$ cat src/rtl/morse_rx_module.sv
// Morse receiver: times marks/spaces on a 1 ms tick, assembles dot/dash characters and flags S-O-S.
// Optional macro MORSE_RX_SOS_LATCH_EN holds SOS_Det until the next key press instead of pulsing it.
module morse_rx_module #(
  parameter int T_1MS       = 50000,
  parameter int DOT_MAX_MS  = 200,
  parameter int MARK_MAX_MS = 1000,
  parameter int CHAR_GAP_MS = 300,
  parameter int WORD_GAP_MS = 700
) (
  input  logic       CLK,
  input  logic       RSTn,
  input  logic       Pin_In,
  output logic       Char_Valid,
  output logic [2:0] Char_Len,
  output logic [4:0] Char_Bits,
  output logic       Err_Sig,
  output logic       SOS_Det
);

  localparam int             PW         = (T_1MS > 1) ? $clog2(T_1MS) : 1;
  localparam logic [PW-1:0]  PRESC_LAST = PW'(T_1MS - 1);
  localparam logic [10:0]    MS_SAT     = 11'd2047;
  localparam logic [10:0]    DOT_MAX    = 11'(DOT_MAX_MS);
  localparam logic [10:0]    MARK_MAX   = 11'(MARK_MAX_MS);
  localparam logic [10:0]    CHAR_GAP   = 11'(CHAR_GAP_MS);
  localparam logic [10:0]    WORD_GAP   = 11'(WORD_GAP_MS);

  typedef enum logic [2:0] {
    ST_IDLE, ST_MARK, ST_SPACE, ST_GAP, ST_WAIT_REL, ST_SPACE_ERR
  } state_e;

  typedef enum logic [1:0] {TR_0, TR_S, TR_SO} trk_e;

  state_e        state_q, state_d;
  trk_e          trk_q, trk_d;
  logic          pin_meta_q, pin_s_q;
  logic [PW-1:0] presc_q, presc_d;
  logic [10:0]   ms_q, ms_d;
  logic [2:0]    cnt_q, cnt_d;
  logic [4:0]    bits_q, bits_d;
  logic          cv_q, cv_d;
  logic [2:0]    len_q, len_d;
  logic [4:0]    obits_q, obits_d;
  logic          err_q, err_d;
  logic          sos_q, sos_d;
  logic          det;
  logic          tick;
  logic          is_s, is_o;

  assign tick = (presc_q == PRESC_LAST);
  assign is_s = (cnt_q == 3'd3) && (bits_q == 5'b00000);
  assign is_o = (cnt_q == 3'd3) && (bits_q == 5'b00111);

  // State and datapath registers
  always_ff @(posedge CLK or negedge RSTn) begin
    if (!RSTn) begin
      pin_meta_q <= 1'b0;
      pin_s_q    <= 1'b0;
      state_q    <= ST_IDLE;
      trk_q      <= TR_0;
      presc_q    <= '0;
      ms_q       <= '0;
      cnt_q      <= '0;
      bits_q     <= '0;
      cv_q       <= 1'b0;
      len_q      <= '0;
      obits_q    <= '0;
      err_q      <= 1'b0;
      sos_q      <= 1'b0;
    end else begin
      pin_meta_q <= Pin_In;
      pin_s_q    <= pin_meta_q;
      state_q    <= state_d;
      trk_q      <= trk_d;
      presc_q    <= presc_d;
      ms_q       <= ms_d;
      cnt_q      <= cnt_d;
      bits_q     <= bits_d;
      cv_q       <= cv_d;
      len_q      <= len_d;
      obits_q    <= obits_d;
      err_q      <= err_d;
      sos_q      <= sos_d;
    end
  end

  // Next-state logic
  always_comb begin
    state_d = state_q;
    unique case (state_q)
      ST_IDLE:      if (pin_s_q) state_d = ST_MARK;
      ST_MARK: begin
        if (!pin_s_q)              state_d = (cnt_q == 3'd5) ? ST_SPACE_ERR : ST_SPACE;
        else if (ms_q >= MARK_MAX) state_d = ST_WAIT_REL;
      end
      ST_SPACE, ST_SPACE_ERR: begin
        if (pin_s_q)               state_d = ST_MARK;
        else if (ms_q >= CHAR_GAP) state_d = ST_GAP;
      end
      ST_GAP: begin
        if (pin_s_q)               state_d = ST_MARK;
        else if (ms_q >= WORD_GAP) state_d = ST_IDLE;
      end
      ST_WAIT_REL:  if (!pin_s_q) state_d = ST_GAP;
      default:      state_d = ST_IDLE;
    endcase
  end

  // Datapath and registered-output next values
  always_comb begin
    presc_d = tick ? '0 : presc_q + 1'b1;
    ms_d    = (tick && ms_q != MS_SAT) ? ms_q + 11'd1 : ms_q;
    if (state_d != state_q) begin
      presc_d = '0;
      // GAP continues the space already timed in SPACE rather than restarting it
      ms_d    = (state_d == ST_GAP) ? CHAR_GAP : 11'd0;
    end
    cnt_d   = cnt_q;
    bits_d  = bits_q;
    cv_d    = 1'b0;
    len_d   = len_q;
    obits_d = obits_q;
    err_d   = 1'b0;
    trk_d   = trk_q;
    det     = 1'b0;
    unique case (state_q)
      ST_MARK: begin
        if (!pin_s_q) begin
          if (cnt_q == 3'd5) begin
            err_d  = 1'b1;
            cnt_d  = '0;
            bits_d = '0;
          end else begin
            cnt_d  = cnt_q + 3'd1;
            bits_d = {bits_q[3:0], (ms_q >= DOT_MAX)};
          end
        end else if (ms_q >= MARK_MAX) begin
          err_d  = 1'b1;
          cnt_d  = '0;
          bits_d = '0;
        end
      end
      ST_SPACE: begin
        if (!pin_s_q && ms_q >= CHAR_GAP) begin
          cv_d    = 1'b1;
          len_d   = cnt_q;
          obits_d = bits_q;
          cnt_d   = '0;
          bits_d  = '0;
          unique case (trk_q)
            TR_0:    trk_d = is_s ? TR_S : TR_0;
            TR_S:    trk_d = is_o ? TR_SO : (is_s ? TR_S : TR_0);
            TR_SO: begin
              det   = is_s;
              trk_d = is_s ? TR_S : TR_0;
            end
            default: trk_d = TR_0;
          endcase
        end
      end
      ST_GAP: if (!pin_s_q && ms_q >= WORD_GAP) trk_d = TR_0;
      default: ;
    endcase
    if (err_d) trk_d = TR_0;
  end

`ifdef MORSE_RX_SOS_LATCH_EN
  logic pin_prev_q;
  always_ff @(posedge CLK or negedge RSTn) begin
    if (!RSTn) pin_prev_q <= 1'b0;
    else       pin_prev_q <= pin_s_q;
  end
  always_comb sos_d = det ? 1'b1 : ((pin_s_q & ~pin_prev_q) ? 1'b0 : sos_q);
`else
  always_comb sos_d = det;
`endif

  // Output logic
  always_comb begin
    Char_Valid = cv_q;
    Char_Len   = len_q;
    Char_Bits  = obits_q;
    Err_Sig    = err_q;
    SOS_Det    = sos_q;
  end

endmodule

$ cat config.mk
export PLATFORM = sky130hd
export DESIGN_NAME = morse_rx_module
export DESIGN_NICKNAME = d
export VERILOG_FILES = /design/src/rtl/morse_rx_module.sv
export SDC_FILE = /design/constraint.sdc
export NUM_CORES = 1
export LEC_CHECK = 0
export BUFFER_PORTS_ARGS = -buffer_cell sky130_fd_sc_hd__buf_2
export CELL_PAD_IN_SITES_DETAIL_PLACEMENT = 0
export CELL_PAD_IN_SITES_GLOBAL_PLACEMENT = 1
export CORE_MARGIN = 3
export CORE_UTILIZATION = 50
export CTS_CLUSTER_DIAMETER = 200
export CTS_CLUSTER_SIZE = 12
export DETAILED_ROUTE_END_ITERATION = 12
export GPL_TIMING_DRIVEN = 0
export PLACE_DENSITY = 0.93
export SYNTH_ARGS = -nofsm -noshare
export SYNTH_HDL_FRONTEND = slang
export SYNTH_SLANG_ARGS = --single-unit
$ cat constraint.sdc
create_clock -name CLK -period 4.1 [get_ports CLK]
set_clock_uncertainty 0.15 [all_clocks]
set_input_delay 0.41 -clock CLK [delete_from_list [all_inputs] [get_ports CLK]]
set_output_delay 0.41 -clock CLK [all_outputs]
set_load 0.05 [all_outputs]
==> results.py <==
metrics = {
    "layout": {
        "multi_input_area_um2": 1308,
        "drive_gt1_frac": 0.1163,
        "seqCellArea_um2": 1326,
        "mostFrequentLayoutCell": "dfrtp_1",
        "fill_cells": 466,
        "syn_to_final_growth_pct": 8.936,
        "utilization": 0.5721,
        "stdcell_count": 371,
        "diodes": 0,
        "nets": 308,
        "layout_common_cells": "dfrtp_1 (53), nor2_1 (35), nand2_1 (35)",
    },
    "sta": {
        "finalCritPeriodShare": 0.6467,
        "relSlewSlack": 0.2350,
        "setup_tns_ns": 0,
        "worst_slew_pin_slew_ns": 1.147,
        "clock.fmax_mhz": 377.2,
        "finalMaxSlewViolations": 0,
        "hold_violations": 0,
        "rsz0062_at_grt": "no",
        "min_period_ns": 2.651,
        "setup_viol": 0,
        "timing.final.ws_setup_ns": 1.449,
    },
    "placed_design": {
        "port_buffers": 13,
        "place_hpwl_mm": 3.774,
        "placed_cells": 364,
        "post-place-ws_ns": 1.458,
        "place_congestion": 0.9186,
    },
    "floorplan": {
        "core-area_um2": 5172,
        "fp.dieW_um": 79.71,
        "ios": 14,
        "die_height_um": 79.71,
        "start_util": 0.5252,
        "dieArea_um2": 6353,
        "rows": 26,
    },
    "worst_setup_path": {
        "path_cells": "or2_2, a311oi_1, nor3_1, a2111oi_4, nand2_1, a21oi_1",
        "critical_path_arrival_ns": 2.72,
        "crit_path_end_kind": "flop",
        "cp_slowest_cell": "a311oi_1",
        "cp.buffers_inverters": 0,
        "cp_top_family": "compound AO/OA/AOI/OAI gates",
        "critical_path_class": "flop to flop",
        "cp_max_fo": 8,
        "startpoint_type": "flop",
        "max_stage_delay_ns": 0.48,
        "cp.required_ns": 4.17,
    },
    "power_and_ir_drop": {
        "power.leakage_uw": 0.001305,
        "finalPower_uw": 1535,
        "ir_drop_v": 0.0003348,
        "p_per_area_nw_per_um2": 518.9,
    },
    "global_routing": {
        "grt-ovfl-total": 0,
        "grt_pass1_vias": 1931,
        "grt_max_degree": 54,
        "grt_pass1_wl_mm": 9.239,
        "grtUsageTotal": 0.1872,
        "antenna_found_initial": 0,
    },
    "synthesis": {
        "synth.distinct_cells": 52,
        "yosysSeqAreaShare": 0.4883,
        "syn-cell-area_um2": 2716,
        "avgSynthCellArea_um2": 9.667,
        "synthArstFlopShare": 1.000,
        "yosys_warnings": 0,
        "syn_inst": 281,
        "synth_edf_count": 0,
        "synth_ff_type": "dfrtp_1",
        "synth_fp_nets": 288,
        "ys_seq_elements": 53,
    },
    "clock_network": {
        "ctsLongestPathBuffers": 2,
        "clk_pin_slew_ns": 0.09,
        "cts.sinks": 53,
        "htree_levels": 2,
        "post_cts_buffers": 0,
        "cts-buffers-inserted": 5,
        "hold_buffers": 0,
        "cts_tree": "yes",
        "clk_latency_ns": 0.31,
        "cts-root-buf": "clkbuf_8",
        "cts_resized": 0,
    },
    "route": {
        "vias_per_cell": 5.493,
        "first_pass_iters": 4,
        "wl_mm": 5.295,
        "drc": 0,
        "postRouteAntennaNets": 0,
        "num_vias": 2038,
        "routedWlPerCell_um": 14.27,
        "drt_iter0_markers": 93,
    },
    "outcome": {
        "outcome": "completed",
    },
    "min_path": {
        "holdCritPathClass": "input port to flop",
    },
    "flow_run": {
        "drv_cap": 0,
    },
}
-- flip-flops by register name, summed over array words and instances (netlist names), 2 cells and up --
signal     flops
bits_q         5
state_q        3
cnt_q          3
presc_q       16
Char_Len       3
ms_q          11
Char_Bits      5
trk_q          2
-- synthesized netlist by cell type, drive strengths merged, types with 5 or more instances --
library cell   n  area (µm²)
nor2          35       131.4
dfrtp         53        1326
a21oi         12       60.06
inv           11       41.29
mux2           7       78.83
and3           6       37.54
nand3         10       55.05
nand4          5       31.28
xor2          16       140.1
clkbuf         6       22.52
xnor2          6       52.55
nand2b         8       50.05
nand2         35       131.4
o21ai         15       75.07
-- worst register-to-register path: stages, from the launching register on --
cell and delay [ns]:
dfrtp_1 0.46, or2_2 0.34, a311oi_1 0.48, nor3_1 0.27
a2111oi_4 0.35, nand2_1 0.30, a21oi_1 0.22
-- final timing paths --
| kind | end | slack (ns) | cells past startpoint | start |
|---|---|---|---|---|
| worst max-delay path | ms_q[9] | 1.45 | 6 | ms_q[3] |
| worst min-delay path | pin_meta_q | 0.06 | 1 | Pin_In |
| worst max register to register | ms_q[9] | 1.45 | 6 | ms_q[3] |
| worst min register to register | pin_s_q | 0.21 | 0 | pin_meta_q |
| max in group asynchronous | ms_q[0] | 2.92 | 1 | RSTn |
| min in group asynchronous | Char_Valid | 0.17 | 1 | RSTn |
-- per-stage QoR --
step / instance area (µm²) / hold WS (ns)
after CTS: 2959 / 0.05079
after detailed placement: 2869 / 0.1920
final: 2959 / 0.05872
after global routing: 2959 / 0.04541
after global placement: 2869 / 0.1825
after floorplan: 2716 / -0.03559
-- where the power goes --
part	internal, µW	total (µW)	switching (µW)	leakage, µW
combinational	203	567	365	0.000540
clock	134	298	164	0.0000433
sequential	595	670	75.2	0.000721
total	931	1540	604	0.00130
-- per-layer routing --
metal / vias up / global-route usage / share of wire
li1: 1021 / - / -
met1: 980 / 0.2671 / 0.51
met2: 29 / 0.2838 / 0.44
met3: 8 / 0.04176 / 0.035
met4: 0 / 0.05842 / 0.012
met5: - / 0 / 0
-- cell type report --
| class | count | share of cell area |
|---|---|---|
| clock buffers | 6 | 0.02791 |
| repair buffers | 13 | 0.02199 |
| plain buffers | 8 | 0.01395 |
| multi-input cells | 209 | 0.4419 |
| flip-flops and latches | 53 | 0.4482 |
| well taps | 70 | 0.02960 |
| inverters | 11 | 0.01395 |
| clock inverters | 1 | 0.002537 |
-- kinds of logic after synthesis --
kind of cell	after synthesis	synth area share
compound gates	49	0.1281
simple gates	126	0.2312
xor+xnor	22	0.07093
mux	8	0.03271
buf+inv	19	0.03040
fa+ha+maj	4	0.01843
flops	53	0.4883
Power figures use the tool's default switching activity.
